`config.mk`:
```
export PLATFORM = sky130hd
export DESIGN_NAME = spi_master
export DESIGN_NICKNAME = d
export VERILOG_FILES = /design/src/rtl/spi_master.sv
export SDC_FILE = /design/constraint.sdc
export NUM_CORES = 1
export LEC_CHECK = 0
export CORE_MARGIN = 2
export CORE_UTILIZATION = 45
export DETAILED_ROUTE_END_ITERATION = 12
export PLACE_DENSITY = 0.79
export SLEW_MARGIN = 20
export SYNTH_ARGS = -nofsm -noshare
export SYNTH_HDL_FRONTEND = slang
export SYNTH_SLANG_ARGS = --single-unit
```
`constraint.sdc`:
```
create_clock -name clk -period 3.5 [get_ports clk]
set_input_delay 0.7 -clock clk [delete_from_list [all_inputs] [get_ports clk]]
set_output_delay 0.7 -clock clk [all_outputs]
set_load 0.05 [all_outputs]
```
`src/rtl/spi_master.sv`:
```
// SPI mode-0 master. Each accepted start runs one full-duplex WIDTH-bit transfer, MSB first.
// The sclk half-period is HALFDIV clk cycles.
module spi_master #(
    parameter int unsigned WIDTH   = 8,
    parameter int unsigned HALFDIV = 4
) (
    input  logic             clk,
    input  logic             rst_n,
    input  logic             start,
    input  logic [WIDTH-1:0] txData,
    output logic             ready,
    output logic [WIDTH-1:0] rxData,
    output logic             done,
    output logic             sclk,
    output logic             cs_n,
    output logic             mosi,
    input  logic             miso
);
    localparam int unsigned    CW      = $clog2(HALFDIV) + 1;
    localparam int unsigned    BW      = $clog2(WIDTH + 1);
    localparam logic [CW-1:0]  HC_LAST = CW'(HALFDIV - 1);
    localparam logic [BW-1:0]  BITS    = BW'(WIDTH);

    typedef enum logic [2:0] {IDLE, SETUP, HIGH, LOW, TRAIL} state_e;

    state_e           state_q,  state_d;
    logic [CW-1:0]    hcnt_q,   hcnt_d;
    logic [BW-1:0]    bcnt_q,   bcnt_d;
    logic [WIDTH-1:0] tx_q,     tx_d;
    logic [WIDTH-1:0] rx_q,     rx_d;
    logic [WIDTH-1:0] rxdata_q, rxdata_d;
    logic             done_q,   done_d;
    logic             ready_q,  ready_d;
    logic             sclk_q,   sclk_d;
    logic             cs_n_q,   cs_n_d;
    logic             mosi_q,   mosi_d;

    logic             hc_last;
    logic [WIDTH-1:0] tx_shift;
    logic [WIDTH-1:0] rx_shift;

    assign hc_last  = (hcnt_q == HC_LAST);
    assign tx_shift = tx_q << 1;
    assign rx_shift = (rx_q << 1) | WIDTH'(miso);

    // Next-state and output decode; every non-idle state lasts exactly HALFDIV clks
    always_comb begin
        state_d  = state_q;
        hcnt_d   = hcnt_q;
        bcnt_d   = bcnt_q;
        tx_d     = tx_q;
        rx_d     = rx_q;
        rxdata_d = rxdata_q;
        done_d   = 1'b0;
        ready_d  = ready_q;
        sclk_d   = sclk_q;
        cs_n_d   = cs_n_q;
        mosi_d   = mosi_q;

        // Half-period counter restarts on every state change
        if (state_q != IDLE) begin
            hcnt_d = hc_last ? '0 : hcnt_q + CW'(1);
        end

        unique case (state_q)
            IDLE: begin
                if (start) begin
                    tx_d    = txData;
                    mosi_d  = txData[WIDTH-1];
                    cs_n_d  = 1'b0;
                    ready_d = 1'b0;
                    bcnt_d  = '0;
                    state_d = SETUP;
                end
            end
            SETUP, LOW: begin
                // sclk rising edge: sample miso and count the bit
                if (hc_last) begin
                    sclk_d  = 1'b1;
                    rx_d    = rx_shift;
                    bcnt_d  = bcnt_q + BW'(1);
                    state_d = HIGH;
                end
            end
            HIGH: begin
                if (hc_last) begin
                    sclk_d = 1'b0;
                    if (bcnt_q < BITS) begin
                        tx_d    = tx_shift;
                        mosi_d  = tx_shift[WIDTH-1];
                        state_d = LOW;
                    end else begin
                        state_d = TRAIL;
                    end
                end
            end
            TRAIL: begin
                if (hc_last) begin
                    cs_n_d   = 1'b1;
                    rxdata_d = rx_q;
                    done_d   = 1'b1;
                    ready_d  = 1'b1;
                    mosi_d   = 1'b0;
                    state_d  = IDLE;
                end
            end
            default: begin
                state_d = IDLE;
            end
        endcase
    end

    always_ff @(posedge clk or negedge rst_n) begin
        if (!rst_n) begin
            state_q  <= IDLE;
            hcnt_q   <= '0;
            bcnt_q   <= '0;
            tx_q     <= '0;
            rx_q     <= '0;
            rxdata_q <= '0;
            done_q   <= 1'b0;
            ready_q  <= 1'b1;
            sclk_q   <= 1'b0;
            cs_n_q   <= 1'b1;
            mosi_q   <= 1'b0;
        end else begin
            state_q  <= state_d;
            hcnt_q   <= hcnt_d;
            bcnt_q   <= bcnt_d;
            tx_q     <= tx_d;
            rx_q     <= rx_d;
            rxdata_q <= rxdata_d;
            done_q   <= done_d;
            ready_q  <= ready_d;
            sclk_q   <= sclk_d;
            cs_n_q   <= cs_n_d;
            mosi_q   <= mosi_d;
        end
    end

    assign ready  = ready_q;
    assign rxData = rxdata_q;
    assign done   = done_q;
    assign sclk   = sclk_q;
    assign cs_n   = cs_n_q;
    assign mosi   = mosi_q;

endmodule

```
# Yosys cells after proc, flatten, opt, wreduce, memory -nomap -nowiden
# Cells that the tools add are included.
[word_totals]
register_bits = 37
out_inout_bits = 13
in_bits = 12
[op_classes]
bitwise_logic = 1
n_reduce_logical = 16
muxes = 25
n_eq_ne = 10
addsub = 2
order_cmp = 1
[op_table]
columns = ["op", "count"]
rows = [
  ["7-bit two-way mux", 3],
  ["3-bit two-way mux", 6],
  ["7-bit one-hot mux with 2 select lines", 1],
  ["3-bit one-hot mux with 4 select lines", 1],
  ["2-bit != test (second input constant)", 5],
  ["3-bit by 2-bit == test with 1-bit output (second input constant)", 3],
  ["3-bit AND reduction", 3],
  ["1-bit two-way mux", 8],
  ["4-bit two-way mux", 2],
  ["8-bit by 1-bit bitwise OR with 8-bit output", 1],
  ["4-bit one-hot mux with 2 select lines", 1],
  ["4-bit AND reduction", 2],
  ["2-bit nonzero test", 4],
  ["3-bit nonzero test", 2],
  ["5-bit AND reduction", 1],
  ["4-bit by 1-bit adder with 4-bit output (second input constant)", 1],
  ["4-bit < comparator (second input constant)", 1],
  ["1-bit one-hot mux with 2 select lines", 2],
  ["2-bit AND reduction", 2],
  ["3-bit by 1-bit adder with 3-bit output (second input constant)", 1],
  ["3-bit by 1-bit == test with 1-bit output (second input constant)", 1],
  ["3-bit == test (second input constant)", 1],
  ["3-bit zero test", 1],
  ["1-bit one-hot mux with 3 select lines", 1],
  ["2-bit OR reduction", 1],
]

# Depth between registers and ports, before layout
# Gate-level depths: netlist of the first run.
[depth]
word_depth = 4
mapped_depth = 6

# Worst setup path after synthesis of the first run
# No wires, ideal clock.
[synth_path]
kind = "register -> register"
from = "reg hcnt_q[0]"
to = "reg mosi_q, in the netlist mosi"
t_required_ns = 3.372
n_path_buf = 1
arrival_time_ns = 1.580
path_slack_ns = 1.792
path_stages_with_launch = 7
setup_time_ns = 0.128
path_cell_list = "dfrtp_1 > ha_1 > nor2b_1 > buf_6 > mux2_2 > a32oi_1 > mux2_1"
[synth_via]
elab_chain_len = 3
word_cells_on_any_way = 4
cone_classes = "3 x eq/ne; 1 x reduce/logical"
[synth_lines]
columns = ["item", "line", "rtl"]
rows = [
  ["start: declaration", "27", "logic [CW-1:0] hcnt_q, hcnt_d;"],
  ["start signal: assignment", "128", "hcnt_q <= hcnt_d;"],
  ["3-bit by 2-bit == test with 1-bit output (*)", "42", "assign hc_last = (hcnt_q == HC_LAST);"],
  ["2-bit != test (no line)", "n/a", ""],
  ["5-bit AND reduction (no line) (*)", "n/a", ""],
  ["end signal: assignment", "137", "mosi_q <= mosi_d;"],
  ["end: declaration", "36", "logic mosi_q, mosi_d;"],
]
# Every way passes the cells marked *; elsewhere a longest branch is shown, timed or not.
# A chain may end at the register's enable or synchronous reset.

# Worst setup path in the final report of the first run
[layout_path]
from = "reg cs_n_q, in the netlist cs_n"
to = "out cs_n"
[layout_rtl]
columns = ["item", "line", "rtl"]
rows = [
  ["start: declaration", "35", "logic cs_n_q, cs_n_d;"],
  ["start signal: assignment", "136", "cs_n_q <= cs_n_d;"],
  ["end: declaration", "15", "output logic cs_n,"],
]
# No word-level cell between the ends.

==> results of run 1 <==
power by group:
group / total, uW / internal, uW / switching, uW / leakage, uW
sequential: 703 / 574 / 129 / 0.000464
clock: 369 / 232 / 137 / 0.0000585
combinational: 603 / 286 / 317 / 0.000371
path summary, 6_finish.rpt:
path | from | endpoint | slack (ps) | cells past startpoint
setup / recovery | cs_n | cs_n | 1190 | 1
hold / removal | cs_n | cs_n | 470 | 2
setup reg to reg | state_q[2] | rx_q[1] | 1390 | 3
hold reg to reg | cs_n | cs_n | 470 | 2
max in group asynchronous | rst_n | cs_n | 2310 | 2
min in group asynchronous | rst_n | tx_q[2] | 830 | 2
synth_stat cells, types with 3 or more instances:
cell and n:
dfrtp_1 36, mux2_2 18, nand2_1 7, o21ai_0 7
a2bb2oi_1 6, nor2_1 6, o22ai_1 6, inv_1 4
buf_4 3, nor3_1 3
cells by family (layout without fill, tap and decap cells):
kind of cell	after synthesis	count (layout)	share of synthesized area, %
DFF	37	37	56.0
AOI/OAI and AO/OA	33	33	14.3
and+or+nand+nor	31	31	11.3
muxes	19	19	12.9
buffers and inverters	10	37	3.93
adders and majority gates	2	2	1.51
placed cells by master (no fill, tap or decap), types with 2 or more instances in the layout:
cell	count
o21ai_0	7
a21oi_1	2
nand4_1	2
nor3_1	3
clkdlybuf4s50_1	24
nor2b_1	2
nor2_1	6
nand2b_1	2
dfrtp_1	36
nand2_1	7
clkbuf_8	6
o22ai_1	6
mux2_2	18
inv_1	4
ha_1	2
a2bb2oi_1	6
o21a_1	2
routing by layer:
metal  track usage, %  part of all wire [%]  up-vias
li1                 -                     -      532
met1             20.4                    41      585
met2             31.6                    54       31
met3             3.99                   3.9        2
met4             6.12                  0.29        0
met5                0                     0        -
metrics by stage:
step                power, uW  std cells  worst slack, ps  hold slack (ps)  area, sq um
finish                   1680        207             1190              470         2030
CTS                      1700        207             1170              481         2030
floorplan                1170        132             1790              404         1660
detailed placement       1320        199             1260              469         1910
global placement         1270        199             1370              458         1910
global route             1790        207             1150              511         2030
sequential cells by signal, summed over array words and instances (netlist names), 3 cells and up:
register  flops
rxData        8
rx_q          8
tx_q          7
bcnt_q        4
hcnt_q        3
state_q       3
area by class of cell:
cell class | count | area [sq um] | share of cell area, %
multi-input cells | 85 | 663 | 32.7
well taps | 48 | 60.1 | 2.96
clock buffers | 7 | 86.3 | 4.25
inverters | 4 | 15.0 | 0.740
repair buffers | 25 | 248 | 12.2
clock inverters | 1 | 30.0 | 1.48
flip-flops and latches | 37 | 927 | 45.7
==> impl_results.md, run 1 <==
- Initial antenna violation count: 0
- Synth unique cells: 39
- Seq cells post-synth: 37
- Die width: 64.7 um
- Sum of buffers and inverters on the critical path: 1
- Clock slew at reported path FFs: 70 ps
- Top-area cell type share of the netlist area: 54.4%
- Syn Std Cell Area: 1660 sq um
- Worst-skew pair later-pin latency: 280 ps
- Delay-heaviest family, CP: buffers and inverters
- Row count: 22
- Status: finished clean
- Worst Setup Start Kind: flip-flop
- CTS Buf Count: 5
- EDFF count, synth: 0
- CTS tree: done
- Root buffer cell: clkbuf_8
- Clock Tree Buf Depth: 2
- Port Buffers: 24
- Relative slew slack: 40.6%
- WL final: 3140 um
- Largest net degree at the start of global routing: 38
- RSZ-0062 raised after global routing: false
- Number of global-route vias before repair: 1228
- First-pass GRT wire length: 5550 um
- Initial Util: 45.9%
- Kind of end point of the critical path: primary output
- Ports: 25
- Synthesized netlist cell count: 132
- Sequential element share of the synthesized area: 56.0%
- WP data required: 2800 ps
- CP Max Fanout: 3
- Remaining DRCs: 0
- CP arrival: 1610 ps
- Async set or reset register ratio after synthesis: 100%
- Cell at the slowest stage of the critical path: clkdlybuf4s50_1
- Detailed-route via count: 1150
- Syn. warnings: 0
- CP peak stage delay: 790 ps
- Top_reg_cell synth: dfrtp_1
- Final TNS setup: 0 ps
- Final setup fails: 0
- Worst Skew: 3.21 ps
- F_max: 0.433 GHz
- Yosys top cell by area: dfrtp_1
- Max-cap violations: 0
- Syn Area/Cell: 12.5 sq um
- DR pass1 iterations: 4
- Synth area leaders: dfrtp_1 (54%), mux2_2 (12%), a2bb2oi_1 (3.2%)
- Min-Delay Path Class: reg2reg
- Final net count: 172
- Syn-to-layout area delta: 22.6%
- Layout cells sized above 1: 20.8%
- TritonCTS Sinks: 37
- Power per Cell Area: 826 nW/um^2
- Die Footprint: 4180 sq um
- Total GRT Usage: 17.5%
- CTS HTree Levels: 2
- # hold bufs at CTS: 0
- Syn_nets: 146
- Routability congestion estimate: 0.818
- Final Util: 56.3%
- Post-route ant nets: 0
- Final Cycle Share: 66.0%
- Routed WL per cell: 15.2 um
- Vias per Instance: 5.56
- Min Tclk post-route: 2310 ps
- Worst-margin pin slew: 888 ps
- Overall die height: 64.7 um
- Number of diodes: 0
- HPWL after DPL: 2240 um
- Initial drt markers: 68
- Post-cts resize count: 0
- Maximum vdd drop: 335 uV
- Remaining global-route overflow: 0
- Area of the core: 3610 sq um
- Max-slew violation count: 0
- Setup repair bufs after CTS: 0
- Fillcell total: 318
- Worst Path Class, Setup: reg2out
- Static Leak: 0.000894 uW
- Final hold violations: 0
- Cell chain of the critical path: clkdlybuf4s50_1
(Power assumes the default switching activity.)
==> inputs of run 2 (changes only) <==
==> constraint.sdc (replaced) <==
create_clock -name clk -period 2.23 [get_ports clk]
set_input_delay 0.446 -clock clk [delete_from_list [all_inputs] [get_ports clk]]
set_output_delay 0.446 -clock clk [all_outputs]
set_load 0.05 [all_outputs]
==> impl_results.md, run 2 (same netlist as run 1, synthesis figures left out) <==
- Status: finished clean
- Die Footprint: 4180 sq um
- Clock Tree Buf Depth: 2
- Maximum vdd drop: 553 uV
- Cell at the slowest stage of the critical path: clkdlybuf4s50_1
- Worst Setup Start Kind: flip-flop
- Commonest non-fill, non-tap cell in the layout: dfrtp_1
- Worst Skew: 6.44 ps
- Total GRT Usage: 16.9%
- Ports: 25
- Kind of end point of the critical path: primary output
- CTS Buf Count: 5
- CP Max Fanout: 3
- Final setup fails: 0
- Layout cells sized above 1: 21.7%
- Worst reg-to-reg setup slack: 390 ps
- Largest net degree at the start of global routing: 38
- Worst-skew pair later-pin latency: 290 ps
- Register share of total power: 43.8%
- Remaining global-route overflow: 0
- Max-slew violation count: 0
- WL met2: 1560 um
- Final net count: 174
- Post-route ant nets: 0
- # hold bufs at CTS: 0
- Worst Path Class, Setup: reg2out
- Remaining DRCs: 0
- Min Tclk post-route: 2060 ps
- Commonest cells after routing, fill and taps aside: dfrtp_1 (36), clkdlybuf4s50_1 (24), mux2_2 (18), nand2_1 (7), o21ai_0 (7)
- Routed WL per cell: 14.5 um
- Row count: 22
- F_max: 0.485 GHz
- Worst-margin pin slew: 621 ps
- Switch share: 36.7%
- Sum of buffers and inverters on the critical path: 1
- First-pass GRT wire length: 5450 um
- Power per Cell Area: 1240 nW/um^2
- DRT met1 WL: 1330 um
- Final Cycle Share: 92.5%
- Initial Util: 45.9%
- Initial drt markers: 128
- Combinational Power Share: 38.5%
- CTS tree: done
- Root buffer cell: clkbuf_8
- Power after layout: 2500 uW
- Final TNS setup: 0 ps
- Post-cts resize count: 0
- Int Pwr: 1580 uW
- CP arrival: 1620 ps
- Clock slew at reported path FFs: 70 ps
- WP data required: 1780 ps
- Clk pwr share: 17.7%
- Number of global-route vias before repair: 1164
- Max-cap violations: 0
- Setup ws final: 166 ps
- Area of the core: 3610 sq um
- Port Buffers: 24
- TritonCTS Sinks: 37
- Setup repair bufs after CTS: 0
- Dpl ws: 251 ps
- DR pass1 iterations: 4
- Min-Delay Path Class: reg2reg
- Delay-heaviest family, CP: buffers and inverters
- Routability congestion estimate: 0.831
- Syn-to-layout area delta: 21.5%
- Final hold violations: 0
- Static Leak: 0.000891 uW
- WL final: 3030 um
- Routed length on met3: 112 um
- Vias per Instance: 5.31
- Relative slew slack: 58.3%
- RSZ-0062 raised after global routing: false
- Initial antenna violation count: 0
- CP peak stage delay: 790 ps
- Sw Pwr: 919 uW
- Highest routed metal layer: met4
- Final Util: 55.8%
- Cell chain of the critical path: clkdlybuf4s50_1
- Number of diodes: 0
- Die width: 64.7 um
- Detailed-route via count: 1109
- Overall die height: 64.7 um
- CTS HTree Levels: 2
- HPWL after DPL: 2190 um
==> run 2: cell count changes in the layout (fill, tap and decap cells not counted) <==
cell       change
buf_4          +2
clkinv_2       +2
bufinv_16      -1
clkbuf_8       -1
==> run 2: path summary, 6_finish.rpt <==
| kind | to | depth (start not counted) | start |
|---|---|---|---|
| setup / recovery | cs_n | 1 | cs_n |
| hold / removal | cs_n | 2 | cs_n |
| setup reg to reg | mosi | 6 | hcnt_q[0] |
| hold reg to reg | cs_n | 2 | cs_n |
| max in group asynchronous | cs_n | 2 | rst_n |
| min in group asynchronous | tx_q[1] | 2 | rst_n |
==> run 2: worst reg2reg max path, stage by stage, from the launching register on <==
cell,delay (ps)
dfrtp_1,400
ha_1,240
nor2b_1,150
buf_4,160
mux2_2,260
a32oi_1,180
mux2_1,330
==> run 2: per-stage QoR <==
step                      instances  hold WS (ps)  area (sq um)
after floorplan                 132           150          1660
after global placement          201           459          1930
after detailed placement        201           463          1930
after CTS                       209           474          2010
after global routing            209           506          2010
final                           209           470          2010
==> run 2: power by group through the flow <==
stage,Combinational (uW),Clock [uW],Sequential (uW)
3_3_place_gp,919,0,1090
3_5_place_dp,968,0,1110
6_report,964,443,1100
4_1_cts,972,454,1100
2_1_floorplan,738,0,1100
5_1_grt,1070,499,1130
==> run 2: cell type report <==
cell class / count / area, sq um
Fill cell: 310 / 1600
Sequential cell: 37 / 927
Multi-Input combinational cell: 85 / 663
Timing Repair Buffer: 27 / 263
Clock buffer: 6 / 72.6
Tap cell: 48 / 60.1
Inverter: 4 / 15.0
Clock inverter: 2 / 10.0
==> run 2: routing by layer <==
metal  track usage, %  vias up
met2             28.1       23
met4             3.99        0
met5                0        -
met3             5.56        4
met1             21.5      553
li1                 -      529
==> inputs of run 3 (changes only) <==
--- a/config.mk
+++ b/config.mk
@@ -7,6 +7,7 @@
 export LEC_CHECK = 0
 export CORE_MARGIN = 2
 export CORE_UTILIZATION = 45
+export CTS_BUF_LIST = sky130_fd_sc_hd__clkbuf_4 sky130_fd_sc_hd__clkbuf_8
 export DETAILED_ROUTE_END_ITERATION = 12
 export PLACE_DENSITY = 0.79
 export SLEW_MARGIN = 20
==> impl_results.md, run 3 (same netlist as run 1, synthesis figures left out) <==
- Status: finished clean
- Initial drt markers: 116
- Max-cap violations: 0
- Final setup fails: 0
- Remaining global-route overflow: 0
- Die Footprint: 4180 sq um
- Largest net degree at the start of global routing: 38
- Final hold violations: 0
- CTS HTree Levels: 2
- Die width: 64.7 um
- HPWL after DPL: 2190 um
- First-pass GRT wire length: 5460 um
- Row count: 22
- Setup ws final: 167 ps
- Delay-heaviest family, CP: buffers and inverters
- Vias per Instance: 5.30
- Remaining DRCs: 0
- Static Leak: 0.000894 uW
- Total GRT Usage: 16.9%
- CTS tree: done
- Initial antenna violation count: 0
- Post-cts resize count: 0
- # hold bufs at CTS: 0
- CP arrival: 1620 ps
- Final net count: 174
- WL final: 3040 um
- Sum of buffers and inverters on the critical path: 1
- Worst Skew: 6.99 ps
- CTS Buf Count: 5
- Worst Path Class, Setup: reg2out
- Layout cells sized above 1: 22.4%
- DR pass1 iterations: 4
- Commonest cells after routing, fill and taps aside: dfrtp_1 (36), clkdlybuf4s50_1 (24), mux2_2 (18), nand2_1 (7), o21ai_0 (7)
- Number of diodes: 0
- Power after layout: 2510 uW
- Worst-margin pin slew: 625 ps
- Fillcell total: 310
- Commonest non-fill, non-tap cell in the layout: dfrtp_1
- Relative slew slack: 58.0%
- Kind of end point of the critical path: primary output
- Overall die height: 64.7 um
- TritonCTS Sinks: 37
- Post-Layout Cell Count: 209
- Clock slew at reported path FFs: 70 ps
- CP Max Fanout: 3
- Routed WL per cell: 14.5 um
- Ports: 25
- Syn-to-layout area delta: 21.7%
- Max-slew violation count: 0
- Detailed-route via count: 1108
- Clock Tree Buf Depth: 2
- Min Tclk post-route: 2060 ps
- Worst Setup Start Kind: flip-flop
- Final TNS setup: 0 ps
- Dpl ws: 251 ps
- Initial Util: 45.9%
- Routability congestion estimate: 0.831
- Area of the core: 3610 sq um
- Placed cells: 201
- Setup repair bufs after CTS: 0
- Cell chain of the critical path: clkdlybuf4s50_1
- CP peak stage delay: 790 ps
- Cell at the slowest stage of the critical path: clkdlybuf4s50_1
- Root buffer cell: clkbuf_8
- RSZ-0062 raised after global routing: false
- Number of global-route vias before repair: 1162
- Final Cycle Share: 92.5%
- Post-route ant nets: 0
- Power per Cell Area: 1250 nW/um^2
- Worst-skew pair later-pin latency: 290 ps
- Min-Delay Path Class: reg2reg
- WP data required: 1780 ps
- F_max: 0.485 GHz
- Port Buffers: 24
- Maximum vdd drop: 553 uV
==> run 3: final timing paths <==
path,from,end,slack (ps),cells after the start
worst max-delay path,cs_n,cs_n,170,1
worst min-delay path,cs_n,cs_n,470,2
worst max register to register,hcnt_q[0],mosi,390,6
worst min register to register,cs_n,cs_n,470,2
max in group asynchronous,rst_n,cs_n,1310,2
min in group asynchronous,rst_n,tx_q[1],580,2
==> run 3: report_power, final <==
part	switching (uW)	total [uW]	leakage [uW]	internal (uW)
registers	195	1100	0.000464	901
logic	499	964	0.000382	466
clock network	225	453	0.0000484	228
total	919	2510	0.000894	1590
==> run 3: area by class of cell <==
class / instances / area [sq um] / share of cell area [%]
tap: 48 / 60.1 / 2.98
timing repair buffer: 27 / 263 / 13.0
sequential: 37 / 927 / 46.0
clock buffer: 6 / 76.3 / 3.79
clock inverter: 2 / 10.0 / 0.497
inverter: 4 / 15.0 / 0.745
multi-input combinational: 85 / 663 / 32.9
==> run 3: layer usage <==
metal  up-vias  track usage, %  share of wire (%)
li1        529               -                  -
met1       547            21.5                 43
met2        28            28.1                 51
met3         4            5.56                4.3
met4         0            3.99               0.92
met5         -               0                  0
==> run 3: through the flow <==
step	cell area, sq um	hold slack (ps)	util [%]
4_1_cts	2010	474	55.9
5_1_grt	2010	506	55.9
6_report	2010	470	55.9
3_5_place_dp	1930	463	53.5
2_1_floorplan	1660	150	-
3_3_place_gp	1930	459	53.5
